File: config.mk
export PLATFORM = sky130hd
export DESIGN_NAME = lockpick_key_loader_flat
export DESIGN_NICKNAME = d
export VERILOG_FILES = /design/src/rtl/lockpick_key_loader_if.sv /design/src/rtl/lockpick_key_loader.sv /design/src/flat_wrapper.sv
export SDC_FILE = /design/constraint.sdc
export NUM_CORES = 1
export LEC_CHECK = 0
export BUFFER_PORTS_ARGS = -buffer_cell sky130_fd_sc_hd__buf_4
export CAP_MARGIN = 20
export CORE_ASPECT_RATIO = 0.7
export CORE_MARGIN = 1
export CORE_UTILIZATION = 41
export CTS_BUF_LIST = sky130_fd_sc_hd__clkbuf_4 sky130_fd_sc_hd__clkbuf_8
export DETAILED_ROUTE_END_ITERATION = 10
export GPL_TIMING_DRIVEN = 0
export HOLD_SLACK_MARGIN = 0.12
export SETUP_SLACK_MARGIN = 0.1
export SYNTH_ARGS = -nofsm -noshare
export SYNTH_HDL_FRONTEND = slang
export SYNTH_SLANG_ARGS = --single-unit
File: constraint.sdc
create_clock -name clk -period 7.3 [get_ports clk]
set_input_delay 1.46 -clock clk [delete_from_list [all_inputs] [get_ports clk]]
set_output_delay 1.46 -clock clk [all_outputs]
set_load 0.02 [all_outputs]
File: src/rtl/lockpick_key_loader_if.sv
// Host key-byte stream into the lockpick key loader.
// The host drives the master side and the loader is the slave.
interface lockpick_key_loader_if;
    logic       in_valid;
    logic [7:0] in_data;
    logic       in_ready;

    modport master (output in_valid, output in_data, input in_ready);
    modport slave  (input in_valid, input in_data, output in_ready);
endinterface

File: src/rtl/lockpick_key_loader.sv
// Buffers host key bytes and feeds them to the lockpick game core, then latches the verdict.
// Optional watchdog on the result wait is enabled by defining LOCKPICK_LOADER_TIMEOUT_EN.
//
// state    | meaning
// IDLE     | waiting for go; host bytes may still preload the FIFO
// START    | one-cycle game_start pulse to the core
// FEED     | popping FIFO bytes into the core until KEY_BYTES are sent
// WAIT_RES | counting result beats from the core
// DONE     | acting on the latched verdict (retry, count win, or stop)
module lockpick_key_loader #(
    parameter int FIFO_DEPTH     = 8,
    parameter int KEY_BYTES      = 64,
    parameter int RESULT_BYTES   = 32,
    parameter int TIMEOUT_CYCLES = 1024
) (
    input  logic                   clk,
    input  logic                   n_rst,
    input  logic                   go,
    lockpick_key_loader_if.slave   host,
    output logic                   game_start,
    output logic                   game_in_en,
    output logic [7:0]             game_in_data,
    input  logic                   game_out_valid,
    input  logic [7:0]             game_out_data,
    input  logic [1:0]             game_status,
    output logic                   busy,
    output logic [1:0]             verdict,
    output logic                   verdict_pulse,
    output logic [7:0]             result_byte,
    output logic [7:0]             wins
);

    localparam int PW = $clog2(FIFO_DEPTH);
    localparam int CW = PW + 1;
    localparam int FW = $clog2(KEY_BYTES + 1);
    localparam int BW = $clog2(RESULT_BYTES + 1);
    localparam logic [FW-1:0] FEED_LAST = FW'(KEY_BYTES - 1);
    localparam logic [BW-1:0] BEAT_LAST = BW'(RESULT_BYTES - 1);

    generate
        if (FIFO_DEPTH < 2 || (FIFO_DEPTH & (FIFO_DEPTH - 1)) != 0 || TIMEOUT_CYCLES < 1)
        begin : g_param_check
            $error("lockpick_key_loader: illegal FIFO_DEPTH or TIMEOUT_CYCLES");
        end
    endgenerate

    typedef enum logic [2:0] {IDLE, START, FEED, WAIT_RES, DONE} state_t;
    state_t state;

    logic [7:0]    mem [FIFO_DEPTH];
    logic [PW-1:0] wr_ptr, rd_ptr;
    logic [CW-1:0] count;
    logic          push, pop, flush;
    logic [FW-1:0] feed_cnt;
    logic [BW-1:0] beat_cnt;

    assign host.in_ready = (count != CW'(FIFO_DEPTH));
    assign push          = host.in_valid && host.in_ready;
    assign pop           = (state == FEED) && (count != '0);
    assign busy          = (state != IDLE);

`ifdef LOCKPICK_LOADER_TIMEOUT_EN
    localparam int WW = $clog2(TIMEOUT_CYCLES + 1);
    localparam logic [WW-1:0] WD_LOAD = WW'(TIMEOUT_CYCLES - 1);
    logic [WW-1:0] wdog;

    // Down-counter expires on the last of TIMEOUT_CYCLES beat-free cycles in WAIT_RES.
    assign flush = (state == WAIT_RES) && !game_out_valid && (wdog == '0);
`else
    assign flush = 1'b0;
`endif

    always_ff @(posedge clk) begin
        if (push) mem[wr_ptr] <= host.in_data;
    end

    always_ff @(posedge clk or negedge n_rst) begin
        if (!n_rst) begin
            wr_ptr <= '0;
            rd_ptr <= '0;
            count  <= '0;
        end else if (flush) begin
            wr_ptr <= '0;
            rd_ptr <= '0;
            count  <= '0;
        end else begin
            if (push) wr_ptr <= wr_ptr + PW'(1);
            if (pop)  rd_ptr <= rd_ptr + PW'(1);
            count <= count + CW'(push) - CW'(pop);
        end
    end

    always_ff @(posedge clk or negedge n_rst) begin
        if (!n_rst) begin
            state         <= IDLE;
            game_start    <= 1'b0;
            game_in_en    <= 1'b0;
            game_in_data  <= '0;
            verdict       <= '0;
            verdict_pulse <= 1'b0;
            result_byte   <= '0;
            wins          <= '0;
            feed_cnt      <= '0;
            beat_cnt      <= '0;
`ifdef LOCKPICK_LOADER_TIMEOUT_EN
            wdog          <= '0;
`endif
        end else begin
            game_start    <= 1'b0;
            game_in_en    <= 1'b0;
            verdict_pulse <= 1'b0;
            case (state)
                IDLE: begin
                    if (go) begin
                        game_start <= 1'b1;
                        state      <= START;
                    end
                end
                START: begin
                    feed_cnt <= '0;
                    state    <= FEED;
                end
                FEED: begin
                    if (pop) begin
                        game_in_en   <= 1'b1;
                        game_in_data <= mem[rd_ptr];
                        feed_cnt     <= feed_cnt + FW'(1);
                        if (feed_cnt == FEED_LAST) begin
                            beat_cnt <= '0;
`ifdef LOCKPICK_LOADER_TIMEOUT_EN
                            wdog     <= WD_LOAD;
`endif
                            state    <= WAIT_RES;
                        end
                    end
                end
                WAIT_RES: begin
                    if (game_out_valid) begin
                        if (beat_cnt == '0) result_byte <= game_out_data;
                        beat_cnt <= beat_cnt + BW'(1);
`ifdef LOCKPICK_LOADER_TIMEOUT_EN
                        wdog     <= WD_LOAD;
`endif
                        if (beat_cnt == BEAT_LAST) begin
                            verdict       <= game_status;
                            verdict_pulse <= 1'b1;
                            state         <= DONE;
                        end
                    end
`ifdef LOCKPICK_LOADER_TIMEOUT_EN
                    else if (wdog == '0) begin
                        verdict       <= 2'b00;
                        verdict_pulse <= 1'b1;
                        state         <= IDLE;
                    end else begin
                        wdog <= wdog - WW'(1);
                    end
`endif
                end
                DONE: begin
                    case (verdict)
                        // The core has already returned to key-A input; keep feeding without a new start.
                        2'b01: begin
                            feed_cnt <= '0;
                            state    <= FEED;
                        end
                        2'b10: begin
                            if (wins != 8'hFF) wins <= wins + 8'd1;
                            state <= IDLE;
                        end
                        default: state <= IDLE;
                    endcase
                end
                default: state <= IDLE;
            endcase
        end
    end

endmodule
File: src/flat_wrapper.sv
// flat-port wrapper written by rule: the top's interface ports become plain ports
module lockpick_key_loader_flat 
#(
    parameter int FIFO_DEPTH     = 8,
    parameter int KEY_BYTES      = 64,
    parameter int RESULT_BYTES   = 32,
    parameter int TIMEOUT_CYCLES = 1024
)
  (clk, n_rst, go, game_start, game_in_en, game_in_data, game_out_valid, game_out_data, game_status, busy, verdict, verdict_pulse, result_byte, wins, host_in_valid, host_in_data, host_in_ready);
  lockpick_key_loader_if host_i ();
  input  logic clk;
  input  logic n_rst;
  input  logic go;
  output logic game_start;
  output logic game_in_en;
  output logic [7:0] game_in_data;
  input  logic game_out_valid;
  input  logic [7:0] game_out_data;
  input  logic [1:0] game_status;
  output logic busy;
  output logic [1:0] verdict;
  output logic verdict_pulse;
  output logic [7:0] result_byte;
  output logic [7:0] wins;
  input wire logic [$bits(host_i.in_valid)-1:0] host_in_valid;
  input wire logic [$bits(host_i.in_data)-1:0] host_in_data;
  output wire logic [$bits(host_i.in_ready)-1:0] host_in_ready;
  assign host_i.in_valid = host_in_valid;
  assign host_i.in_data = host_in_data;
  assign host_in_ready = host_i.in_ready;
  lockpick_key_loader #(.FIFO_DEPTH(FIFO_DEPTH), .KEY_BYTES(KEY_BYTES), .RESULT_BYTES(RESULT_BYTES), .TIMEOUT_CYCLES(TIMEOUT_CYCLES)) u_core (.clk(clk), .n_rst(n_rst), .go(go), .host(host_i), .game_start(game_start), .game_in_en(game_in_en), .game_in_data(game_in_data), .game_out_valid(game_out_valid), .game_out_data(game_out_data), .game_status(game_status), .busy(busy), .verdict(verdict), .verdict_pulse(verdict_pulse), .result_byte(result_byte), .wins(wins));
endmodule
==> impl_metrics.csv <==
group,metric,value,unit
outcome,outcome,"complete, no violations",
logic_synthesis,synth-simple-area-share,0.0930,
die,core,11800,um2
die,dieHeight,94.7,um
logic_synthesis,ys.flop_type,"edfxtp_1",
finish,area_growth,20.4,%
pwr,p_leak,2.46,nW
logic_synthesis,syn_area,5030,um2
die,dieArea,12700,um2
timing,rsz0062_at_grt,"false",
pwr,irDropWorstVdd,0.221,mV
pwr,p_int,1.62,mW
worst_setup_path,critPathArrivalTime,1650,ps
worst_setup_path,cp_cell_sequence,"inv_1 -> ha_1 -> or3b_2 -> buf_4",
logic_synthesis,yosysSeqAreaShare,0.656,
clocking,clockBufferDepth,2,
pwr,power_frac_clock,0.258,
routing,ant_nets,0,
routing,drc,0,
logic_synthesis,synth_area_leaders,"edfxtp_1, dfrtp_1, mux4_2",
finish,layout_common_cells,"edfxtp_1, buf_4, dfrtp_1, nor2_1, clkbuf_8",
finish,register_area,3300,um2
logic_synthesis,synth_top_area_frac,0.382,
pwr,seq_power_share,0.397,
logic_synthesis,synth_top_family_by_area,"multiplexers",
worst_setup_path,cpPeakStageDelay,460,ps
timing,slew_headroom,0.374,
worst_setup_path,crit_buf_inv,2,
clocking,cts_buffers,17,
pwr,combPwrFrac,0.346,
logic_synthesis,yosys_warnings,0,
worst_setup_path,cp.depth,4,
timing,setup_viol,0,
clocking,cts_sinks,119,
global_route,antenna_found_initial,0,
flow_run,maxCapViolCount,0,
logic_synthesis,synth-xor-area-share,0.0244,
worst_setup_path,crit_path_start_kind,"register",
worst_setup_path,r2r_cells,10,
die,fp.dieW,134,um
pwr,switching_share,0.350,
logic_synthesis,syn_inst,332,
finish,antenna_cells,0,
clocking,postCtsSetupBuffers,0,
routing,via_count,2928,
clocking,ctsHoldBuffers,0,
clocking,clk_latency,420,ps
timing,finalHoldViolCount,0,
clocking,cts_resized,0,
clocking,htreeDepth,4,
timing,min_period_over_period,0.426,
clocking,cts_root_buf,"clkbuf_8",
worst_setup_path,cpMaxStageDelayCell,"or3b_2",
clocking,clk_pin_slew_worst_paths,80,ps
finish,drive_gt1_frac,0.314,
finish,multi_input_area,1630,um2
worst_setup_path,crit_family,"simple AND/OR/NAND/NOR gates",
routing,wl_per_cell,17.5,um
timing,finalCriticalPeriod,3110,ps
logic_synthesis,synth_edf_count,64,
placed_design,hpwl,6550,um
logic_synthesis,syn_nets,368,
worst_setup_path,cp_data_required_time,5840,ps
finish,num-fill-cells,976,
finish,fin_nets,440,
worst_setup_path,cp-end-kind,"output pin",
die,initial_core_util,0.426,
worst_setup_path,path_class,"reg2out",
timing,worstMarginPinSlew,936,ps
global_route,grt_use_total,0.175,
logic_synthesis,ys_ff_latch,119,
global_route,overflow,0,
timing,max_freq,322,MHz
routing,wirelength,10000,um
logic_synthesis,synth_compound_area_frac,0.0530,
global_route,grt_pass1_vias,2931,
timing,setup_tns,0,ps
pwr,powerDensity,411,nW/um2
logic_synthesis,synthMuxAreaShare,0.119,
logic_synthesis,syn_area_per_cell,15.2,um2
placed_design,port_buffers,53,
finish,layout_commonest_cell,"edfxtp_1",
global_route,grt_pass1_wl,16100,um
placed_design,finalWeightedCongestion,0.773,
routing,drt_iter0_markers,173,
logic_synthesis,synth_area_leader_cell,"edfxtp_1",
hold_path,hold_depth,1,
die,rows,33,
routing,first_pass_iters,4,
hold_path,worstHoldPathType,"reg2reg",
die,io_pins,54,
pwr,p_switching,0.874,mW
logic_synthesis,synth_fa_ha_area_frac,0.0338,
global_route,grt_max_degree,56,
routing,vias_per_cell,5.10,
timing,fin_skew,10.0,ps
logic_synthesis,ys_types,55,
clocking,cts_tree,"done",
timing,finalMaxSlewViolations,0,
finish,utilization,0.513,
logic_synthesis,async_reset_ff_frac,0.462,
worst_setup_path,cp_max_fo,3,
[metrics by stage]
step	std cells	setup WS, ps	hold WS, ps	power [mW]	instance area, um2
floorplan	332	4410	459	1.59	5030
global placement	542	3600	484	1.85	5620
detailed placement	542	3980	488	1.87	5630
CTS	574	4160	502	2.52	6060
global route	574	4100	531	2.66	6060
finish	574	4190	502	2.49	6060
[cells by family after synthesis]
group / after synthesis
compound gates: 39
xor+xnor: 14
fa+ha+maj: 13
buf+inv: 25
flops: 119
mux: 38
simple gates: 84
[state kept, by name (all words and copies together), names as in the netlist, 2 cells and up]
signal,flops
u_core.state,3
u_core.count,4
u_core.rd_ptr,3
u_core.beat_cnt,6
u_core.wins,8
u_core.result_byte,8
u_core.verdict,2
u_core.mem,64
u_core.game_in_data,8
u_core.wr_ptr,3
u_core.feed_cnt,7
[area by class of cell]
type                            count  area share
Inverter                           13     0.00805
Sequential cell                   119       0.544
Tap cell                          157      0.0324
Clock buffer                       17      0.0386
Timing Repair Buffer               53      0.0657
Multi-Input combinational cell    188       0.270
Buffer                             12     0.00971
Clock inverter                     15      0.0314
[routing by layer]
layer,vias up,global-route usage,wire (um)
met2,46,0.253,4420
met1,1487,0.257,5240
met3,2,0.0499,345
li1,1393,-,-
met4,0,0.0506,26
met5,-,0,0
[power by group through the flow]
| stage | registers [mW] | clock network (mW) | logic, mW |
|---|---|---|---|
| floorplan | 1.04 | 0 | 0.550 |
| global placement | 0.996 | 0 | 0.852 |
| detailed placement | 1.00 | 0 | 0.867 |
| CTS | 0.990 | 0.656 | 0.873 |
| global route | 1.01 | 0.688 | 0.957 |
| finish | 0.989 | 0.642 | 0.861 |
[synth_stat cells (all sizes together) (2+ instances only)]
cell type  count
edfxtp        64
mux2i          9
mux2          13
or3b           4
a21o           2
and2           3
nand2b         4
nor3b          3
o21ai          4
clkbuf         3
nand4b         2
buf            9
nand2         16
inv           13
mux4          16
a21oi         14
nor3           5
and3           2
nor2          26
a311oi         2
a22o           4
xnor2         10
nand4          4
dfrtp         55
nand3          6
xor2           4
ha            12
o31ai          3
[worst register-to-register path, stage by stage (launching register included)]
cell     delay [ps]
dfrtp_1         480
or3b_1          400
buf_2           190
nor2_4          200
buf_2           320
ha_1            280
inv_1            50
ha_1            150
inv_1            60
fa_1            380
xnor2_1         130
[path summary, 6_finish.rpt]
| path | from | endpoint | slack [ps] |
|---|---|---|---|
| worst max-delay path | u_core.count[2]$_DFF_PN0_ | host_in_ready | 4190 |
| worst min-delay path | u_core.wins[6]$_DFFE_PN0P_ | u_core.wins[6]$_DFFE_PN0P_ | 500 |
| worst max register to register | u_core.state[2]$_DFFE_PN0P_ | u_core.count[2]$_DFF_PN0_ | 4550 |
| worst min register to register | u_core.wins[6]$_DFFE_PN0P_ | u_core.wins[6]$_DFFE_PN0P_ | 500 |
| max in group asynchronous | n_rst | u_core.wins[2]$_DFFE_PN0P_ | 5690 |
| min in group asynchronous | n_rst | u_core.count[3]$_DFF_PN0_ | 1100 |
(Power assumes the default switching activity.)
